## src/rtl/frv_sha256_msched.sv

```systemverilog
// SHA-256 message schedule sequencer: loads W[0..15] into a circular buffer, then streams W[16..ROUNDS-1].
// Define FRV_SHA256_MSCHED_PASSTHRU_EN to also forward the loaded words W[0..15] on the output stream.

module frv_sha256_msched #(
    parameter int ROUNDS = 64
) (
    input  logic        g_clk,
    input  logic        g_resetn,
    input  logic        flush,
    input  logic        load_valid,
    output logic        load_ready,
    input  logic [31:0] load_data,
    output logic        out_valid,
    input  logic        out_ready,
    output logic [31:0] out_data,
    output logic [5:0]  out_index,
    output logic        done
);

    localparam logic [0:0] ST_LOAD   = 1'b0;
    localparam logic [0:0] ST_EXPAND = 1'b1;
    localparam logic [5:0] LAST_T    = 6'(ROUNDS - 1);

    logic [0:0]  r_state;
    logic [5:0]  r_cnt;
    logic        r_done;
    logic [31:0] r_buf [16];

    logic [3:0]  w_slot;
    logic [3:0]  w_m2;
    logic [3:0]  w_m7;
    logic [3:0]  w_m15;
    logic [31:0] w_next;
    logic        w_load_fire;
    logic        w_out_fire;

    function automatic logic [31:0] f_s0(input logic [31:0] x);
        return {x[6:0], x[31:7]} ^ {x[17:0], x[31:18]} ^ {3'b000, x[31:3]};
    endfunction

    function automatic logic [31:0] f_s1(input logic [31:0] x);
        return {x[16:0], x[31:17]} ^ {x[18:0], x[31:19]} ^ {10'b0, x[31:10]};
    endfunction

    // Slot t[3:0] still holds W[t-16] when W[t] is computed; the sum overwrites it.
    assign w_slot = r_cnt[3:0];
    assign w_m2   = w_slot - 4'd2;
    assign w_m7   = w_slot - 4'd7;
    assign w_m15  = w_slot - 4'd15;
    assign w_next = f_s1(r_buf[w_m2]) + r_buf[w_m7] + f_s0(r_buf[w_m15]) + r_buf[w_slot];

    // NOTE: every output gets a default first so no path through this block infers a latch.
    always_comb begin
        load_ready = 1'b0;
        out_valid  = 1'b0;
        out_data   = '0;
        out_index  = '0;
        if (r_state == ST_EXPAND) begin
            out_valid = 1'b1;
            out_data  = w_next;
            out_index = r_cnt;
        end else begin
`ifdef FRV_SHA256_MSCHED_PASSTHRU_EN
            load_ready = out_ready;
            out_valid  = load_valid;
            out_data   = load_valid ? load_data : 32'd0;
            out_index  = r_cnt;
`else
            load_ready = 1'b1;
`endif
        end
    end

    assign w_load_fire = (r_state == ST_LOAD) && load_valid && load_ready;
    assign w_out_fire  = (r_state == ST_EXPAND) && out_ready;
    assign done        = r_done;

    // NOTE: state registers use non-blocking assignments so every flop samples pre-edge values.
    always_ff @(posedge g_clk or negedge g_resetn) begin
        if (!g_resetn) begin
            r_state <= ST_LOAD;
            r_cnt   <= '0;
            r_done  <= 1'b0;
        end else begin
            r_done <= 1'b0;
            if (flush) begin
                r_state <= ST_LOAD;
                r_cnt   <= '0;
            end else if (w_load_fire) begin
                r_cnt <= r_cnt + 6'd1;
                if (r_cnt == 6'd15) begin
                    r_state <= ST_EXPAND;
                end
            end else if (w_out_fire) begin
                if (r_cnt == LAST_T) begin
                    r_state <= ST_LOAD;
                    r_cnt   <= '0;
                    r_done  <= 1'b1;
                end else begin
                    r_cnt <= r_cnt + 6'd1;
                end
            end
        end
    end

    // NOTE: the word buffer has no reset; it is always fully written by a load before being read.
    always_ff @(posedge g_clk) begin
        if (!flush) begin
            if (w_load_fire) begin
                r_buf[w_slot] <= load_data;
            end else if (w_out_fire) begin
                r_buf[w_slot] <= w_next;
            end
        end
    end

endmodule

```

## config.mk

```make
export PLATFORM = sky130hd
export DESIGN_NAME = frv_sha256_msched
export DESIGN_NICKNAME = d
export VERILOG_FILES = /design/src/rtl/frv_sha256_msched.sv
export SDC_FILE = /design/constraint.sdc
export NUM_CORES = 1
export LEC_CHECK = 0
export ABC_CLOCK_PERIOD_IN_PS = 19300
export BUFFER_PORTS_ARGS = -buffer_cell sky130_fd_sc_hd__buf_2
export CORE_MARGIN = 2
export CORE_UTILIZATION = 56
export DETAILED_ROUTE_END_ITERATION = 12
export GPL_ROUTABILITY_DRIVEN = 0
export PLACE_DENSITY = 0.73
export SLEW_MARGIN = 20
export SYNTH_ARGS = -nofsm -noshare
export SYNTH_HDL_FRONTEND = slang
export SYNTH_SLANG_ARGS = --single-unit
```

## constraint.sdc

```tcl
create_clock -name g_clk -period 19.3 [get_ports g_clk]
set_input_delay 1.93 -clock g_clk [delete_from_list [all_inputs] [get_ports g_clk]]
set_output_delay 1.93 -clock g_clk [all_outputs]
set_load 0.01 [all_outputs]
```

* Word-level counts from Yosys, hierarchy flattened
Memory sizes are Yosys's and may differ from the RTL's.
Index checks and enable logic that the tools add are counted.
** Word-level totals
- Flip-flop bits (word level) :: 8
- Memory bits (writable) :: 512
- Memories :: 1
- Output and inout bits :: 41
** Operators by class
- Reduce and logical (&&, ||, !) cells :: 6
- Add/subtract/negate cells :: 7
- Equal/unequal tests :: 3
- Muxes and demuxes :: 25
- Bitwise gates (word level) :: 6
** Memory list
- r_buf :: depth 16, bits a word 32, read ports 4, clocked after memory_dff 0, write ports 1, line 27 : logic [31:0] r_buf [16];
** Operator list (number)
- $add A32 B32 Y32 :: 3
- $mux W32 :: 2
- $xor A32 B32 Y32 :: 2
- $xor A32 B22 Y32 :: 1
- $xor A32 B29 Y32 :: 1
- $mux W6 :: 5
- $mux W1 :: 18
- $add A6 B1 Y6 const B :: 1
- $eq A6 B4 Y1 const B :: 1
- $eq A6 B6 Y1 const B :: 1
- $reduce_bool A3 Y1 :: 2
- $sub A4 B2 Y4 const B :: 1
- $sub A4 B3 Y4 const B :: 1
- $sub A4 B4 Y4 const B :: 1
- $logic_and A1 B1 Y1 :: 3
- $ne A3 B2 Y1 const B :: 1
- $reduce_and A3 Y1 :: 1
- $not A1 Y1 :: 1
- $or A1 B1 Y1 :: 1

* Depth between registers and ports, before layout
An unclocked memory read counts as a cell.
- Depth in word-level cells :: 8
- Depth in mapped cells :: 30
- Gate-level depth less buffers :: 22

* Worst setup path before layout
Ideal clock, no wire load.
- Path type :: flip-flop to output port
- From :: register r_cnt[1]
- To :: output port out_data[29]
- Arrival time :: 7.379 ns
- Cell stages (with the launch flop) :: 31
- Slack :: 9.991 ns
- Buffers on the path :: 9
- Path through :: dfrtp_1 buf_2 buf_4 buf_4 buf_2 buf_2 buf_1 inv_1 ha_1 buf_2 buf_2 buf_1 mux4_2 mux4_2 xnor2_1 xnor2_1 fa_1 inv_1 fa_1 inv_1 ha_1 inv_1 fa_1 nor2b_1 o2111ai_1 a21oi_1 o21ai_0 a211oi_1 o21ai_0 nor3b_1 nor3_1
** On the way
- Word-level cells in the longest chain between the ends :: 8
- Elaborated cells on any way between the ends :: 12
- Those cells by class :: add/sub: 6; mux: 1; bitwise: 4; memory: 1
** Ends and longest elaborated chain
- start: declaration :: line 25 : logic [5:0] r_cnt;
- start signal: assignment :: line 90 : r_cnt <= r_cnt + 6'd1;
- start signal: assignment :: line 100 : r_cnt <= r_cnt + 6'd1;
- $sub A4 B2 Y4 :: line 47 : assign w_m2 = w_slot - 4'd2;
- $mem_v2 Z16 W32 *
- $xor A32 B32 Y32 :: line 42 : return {x[16:0], x[31:17]} ^ {x[18:0], x[31:19]} ^ {10'b0, x[31:10]};
- $xor A32 B22 Y32 :: line 42
- $add A32 B32 Y32 (2 in series) :: line 50 : assign w_next = f_s1(r_buf[w_m2]) + r_buf[w_m7] + f_s0(r_buf[w_m15]) + r_buf[w_slot];
- $add A32 B32 Y32 * :: line 50
- $mux W32 * :: line 58 : if (r_state == ST_EXPAND) begin
- end: declaration :: line 15 : output logic [31:0] out_data,
Mark *: on every way between the ends. The rest lies on a longest branch, timed or not.

* Worst setup path in the final report
- From :: register r_cnt[0]
- To :: output port out_data[23]
The elaborated chain is that of the path after synthesis.

==> metrics.txt <==
CTS tree yes; # DRC 0; # Post-CTS Setup Buffers 0; flops & latches, synth 520; post-synth top area cell edfxtp_1; initial cell density of the core roughly 57%; Clock Skew between 0.015 and 0.02 ns; Post-Layout Cell Count between 2k and 3k; Placed Cells 2,600; Routed WL roughly 97 mm; DRT iter0 DRCs ~3.2k; Post-CTS Hold Buffers 0; buffers and inverters on the worst path 8; EDFF count, synth 512; post-synthesis cell count ~1.8k; Worst Setup End Kind primary output; Worst VDD drop 145 uV; Die H 246 um; grt total ovfl 0; IO Port Bufs 77; Fill cells between 4k and 5k; Die W approximately 250 um; synth top area cells edfxtp_1 (47%), mux4_2 (35%), fa_1 (3.8%); Hold Crit Endpoint r_state; Syn. warnings 0; Nets approximately 2.0k; final period utilization between 50% and 60%; Worst-path clk slew about 0.060 ns; Power, Total roughly 0.005 W; total CTS buffers 55; PD cells 139 mW/mm2; Finished Core Util 62.2%; Reg2Reg Launch Point r_cnt[0]; clk sinks 520; Area Overhead vs Synth 9.40%; # resized after CTS 0; critical path cell sequence buf_4 -> buf_16 -> buf_4 -> buf_4 -> mux4_2 -> mux4_2 -> xnor2_1 -> xnor2_1 -> fa_1 -> inv_1 -> fa_1 -> inv_1 -> ha_1 -> inv_1 -> fa_1 -> nor2b_1 -> o2111ai_1 -> a21oi_1 -> o21ai_0 -> a21oi_1 -> o21bai_1 -> and3b_1 -> nor3_1 -> buf_2; Worst-Margin Slew about 1.1 ns; first-pass GRT wire length about 140 mm; Hold Fails Final Rpt 0; most common cell in the netlist edfxtp_1; Async S/R FF share, synth roughly 1.5%; CTS Root Cell clkbuf_16; Worst-Skew Late Latency 0.62 ns; Netlist cell types 56; final setup TNS 0 ns; RSZ-0062 raised after global routing no; final setup violating endpoints 0; outcome finished clean; slowest stage delay, CP 0.88 ns; required time worst endpoint ~17 ns; area share of the largest cell type after synthesis 46.7%; Final Max Tran Viols 0; WHS Path Cells 1; H-tree depth 2; FF-to-FF path depth 24; ANT nets after route 0; Slew headroom roughly 25%; die area just over 0.06 mm2; hold path startpoint r_cnt[4]; number of max-cap violations 0; r2r setup slk slightly below 10 ns; number of global-route vias before repair 20.2k; wire per inst 35.9 um; static leakage 11.7 nW; Crit Path Max Fanout 55; fraction of layout cells with a size suffix above 1 about two fifths; row cnt 88; Crit Path Class reg -> out; HP Class reg -> reg; Reg-to-Reg End r_buf[8][29]; post-DR vias/cell 7.65; dpl hpwl slightly above 60 mm; most frequent cells after synthesis edfxtp_1 (512), mux4_2 (510), xnor2_1 (122); crit start category register; fmax roughly 0.087 GHz; final worst path period need between 10 and 15 ns; Worst EP arrival about 9.6 ns; Synth Flop Type edfxtp_1; syn_area_per_cell 17.9 um2; Core Box Area 0.0579 mm2; sequential fraction of the synthesis area a little under half; clk buf depth 3; initial antenna violation count 3; total number of vias approximately 21k; largest net degree at the start of global routing roughly 140; I/O pin count slightly below 80; synthesized area between 0.03 and 0.04 mm2; All-Layer GR Usage 32.9%; Crit-path slowest cell dfrtp_4; syn nets ~2.0k; Initial DRT Pass Iterations 5; Top Family by Delay on Critical Path buffers and inverters
[layout by cell type, fill, tap and decap left out, types with 8 or more instances in the layout]
master / n
fa_1: 62
nand2_1: 78
o21ai_0: 23
a21o_1: 18
and2_1: 26
mux4_2: 510
inv_1: 106
o31ai_1: 8
nor3_2: 10
nor2_1: 30
clkinv_2: 10
bufinv_16: 8
clkbuf_1: 9
xor2_1: 23
buf_2: 77
xnor2_1: 122
a21oi_1: 25
nor3_1: 9
clkinv_1: 12
buf_4: 53
ha_1: 35
clkbuf_16: 55
mux2_2: 8
edfxtp_1: 512
[per-stage QoR]
step	worst slack, ns	instance area, um2	hold WS, ns
2_1_floorplan	9.99	32900	0.493
3_5_place_dp	8.24	34200	0.563
4_1_cts	7.56	36000	0.569
5_1_grt	7.29	36000	0.628
6_report	7.76	36000	0.586
3_3_place_gp	8.40	34200	0.559
[sequential cells by signal, summed over array words and instances (netlist names)]
signal and flops:
r_buf 512, done 1, r_state 1, r_cnt 6
[final cells by class]
class,count,area [um2],area share (%)
Inverter,106,398,1.10
Antenna cell,1,2.50,0.00695
Timing Repair Buffer,132,831,2.31
Sequential cell,520,15600,43.3
Multi-Input combinational cell,1078,16500,45.7
Tap cell,765,957,2.66
Clock buffer,64,1410,3.92
Clock inverter,33,360,1.00
[worst max-delay path by stage]
stage / from / cells past startpoint / endpoint / slack (ns)
after floorplan: r_cnt[1] / 30 / out_data[29] / 9.99
after global placement: r_cnt[0] / 23 / out_data[23] / 8.40
after detailed placement: r_cnt[0] / 21 / out_data[26] / 8.24
after CTS: r_cnt[0] / 21 / out_data[26] / 7.56
after global routing: r_cnt[0] / 24 / out_data[23] / 7.29
final: r_cnt[0] / 24 / out_data[23] / 7.76
[power breakdown]
| group | switching [W] | leakage [nW] | internal, W | total (W) |
|---|---|---|---|---|
| Combinational | 0.00166 | 6.07 | 0.00101 | 0.00267 |
| Sequential | 0.0000117 | 4.72 | 0.00125 | 0.00126 |
| Clock | 0.000438 | 0.868 | 0.000625 | 0.00106 |
[layer usage]
layer,track usage [%],wire length (um)
met1,46.9,34400
met3,6.94,12700
met4,14.4,4730
met2,49.8,45100
met5,0,23
[logic make-up after synthesis]
| kind of cell | Yosys count | share of synthesized area, % |
|---|---|---|
| buffers and inverters | 238 | 3.10 |
| XOR/XNOR | 149 | 4.03 |
| multiplexers | 525 | 35.4 |
| AO/OA/AOI/OAI | 112 | 2.20 |
| adder cells (fa/ha/maj) | 99 | 5.18 |
| flip-flops | 520 | 47.3 |
| AND/OR/NAND/NOR | 193 | 2.79 |
No activity file was read; power rests on OpenSTA's default activity.
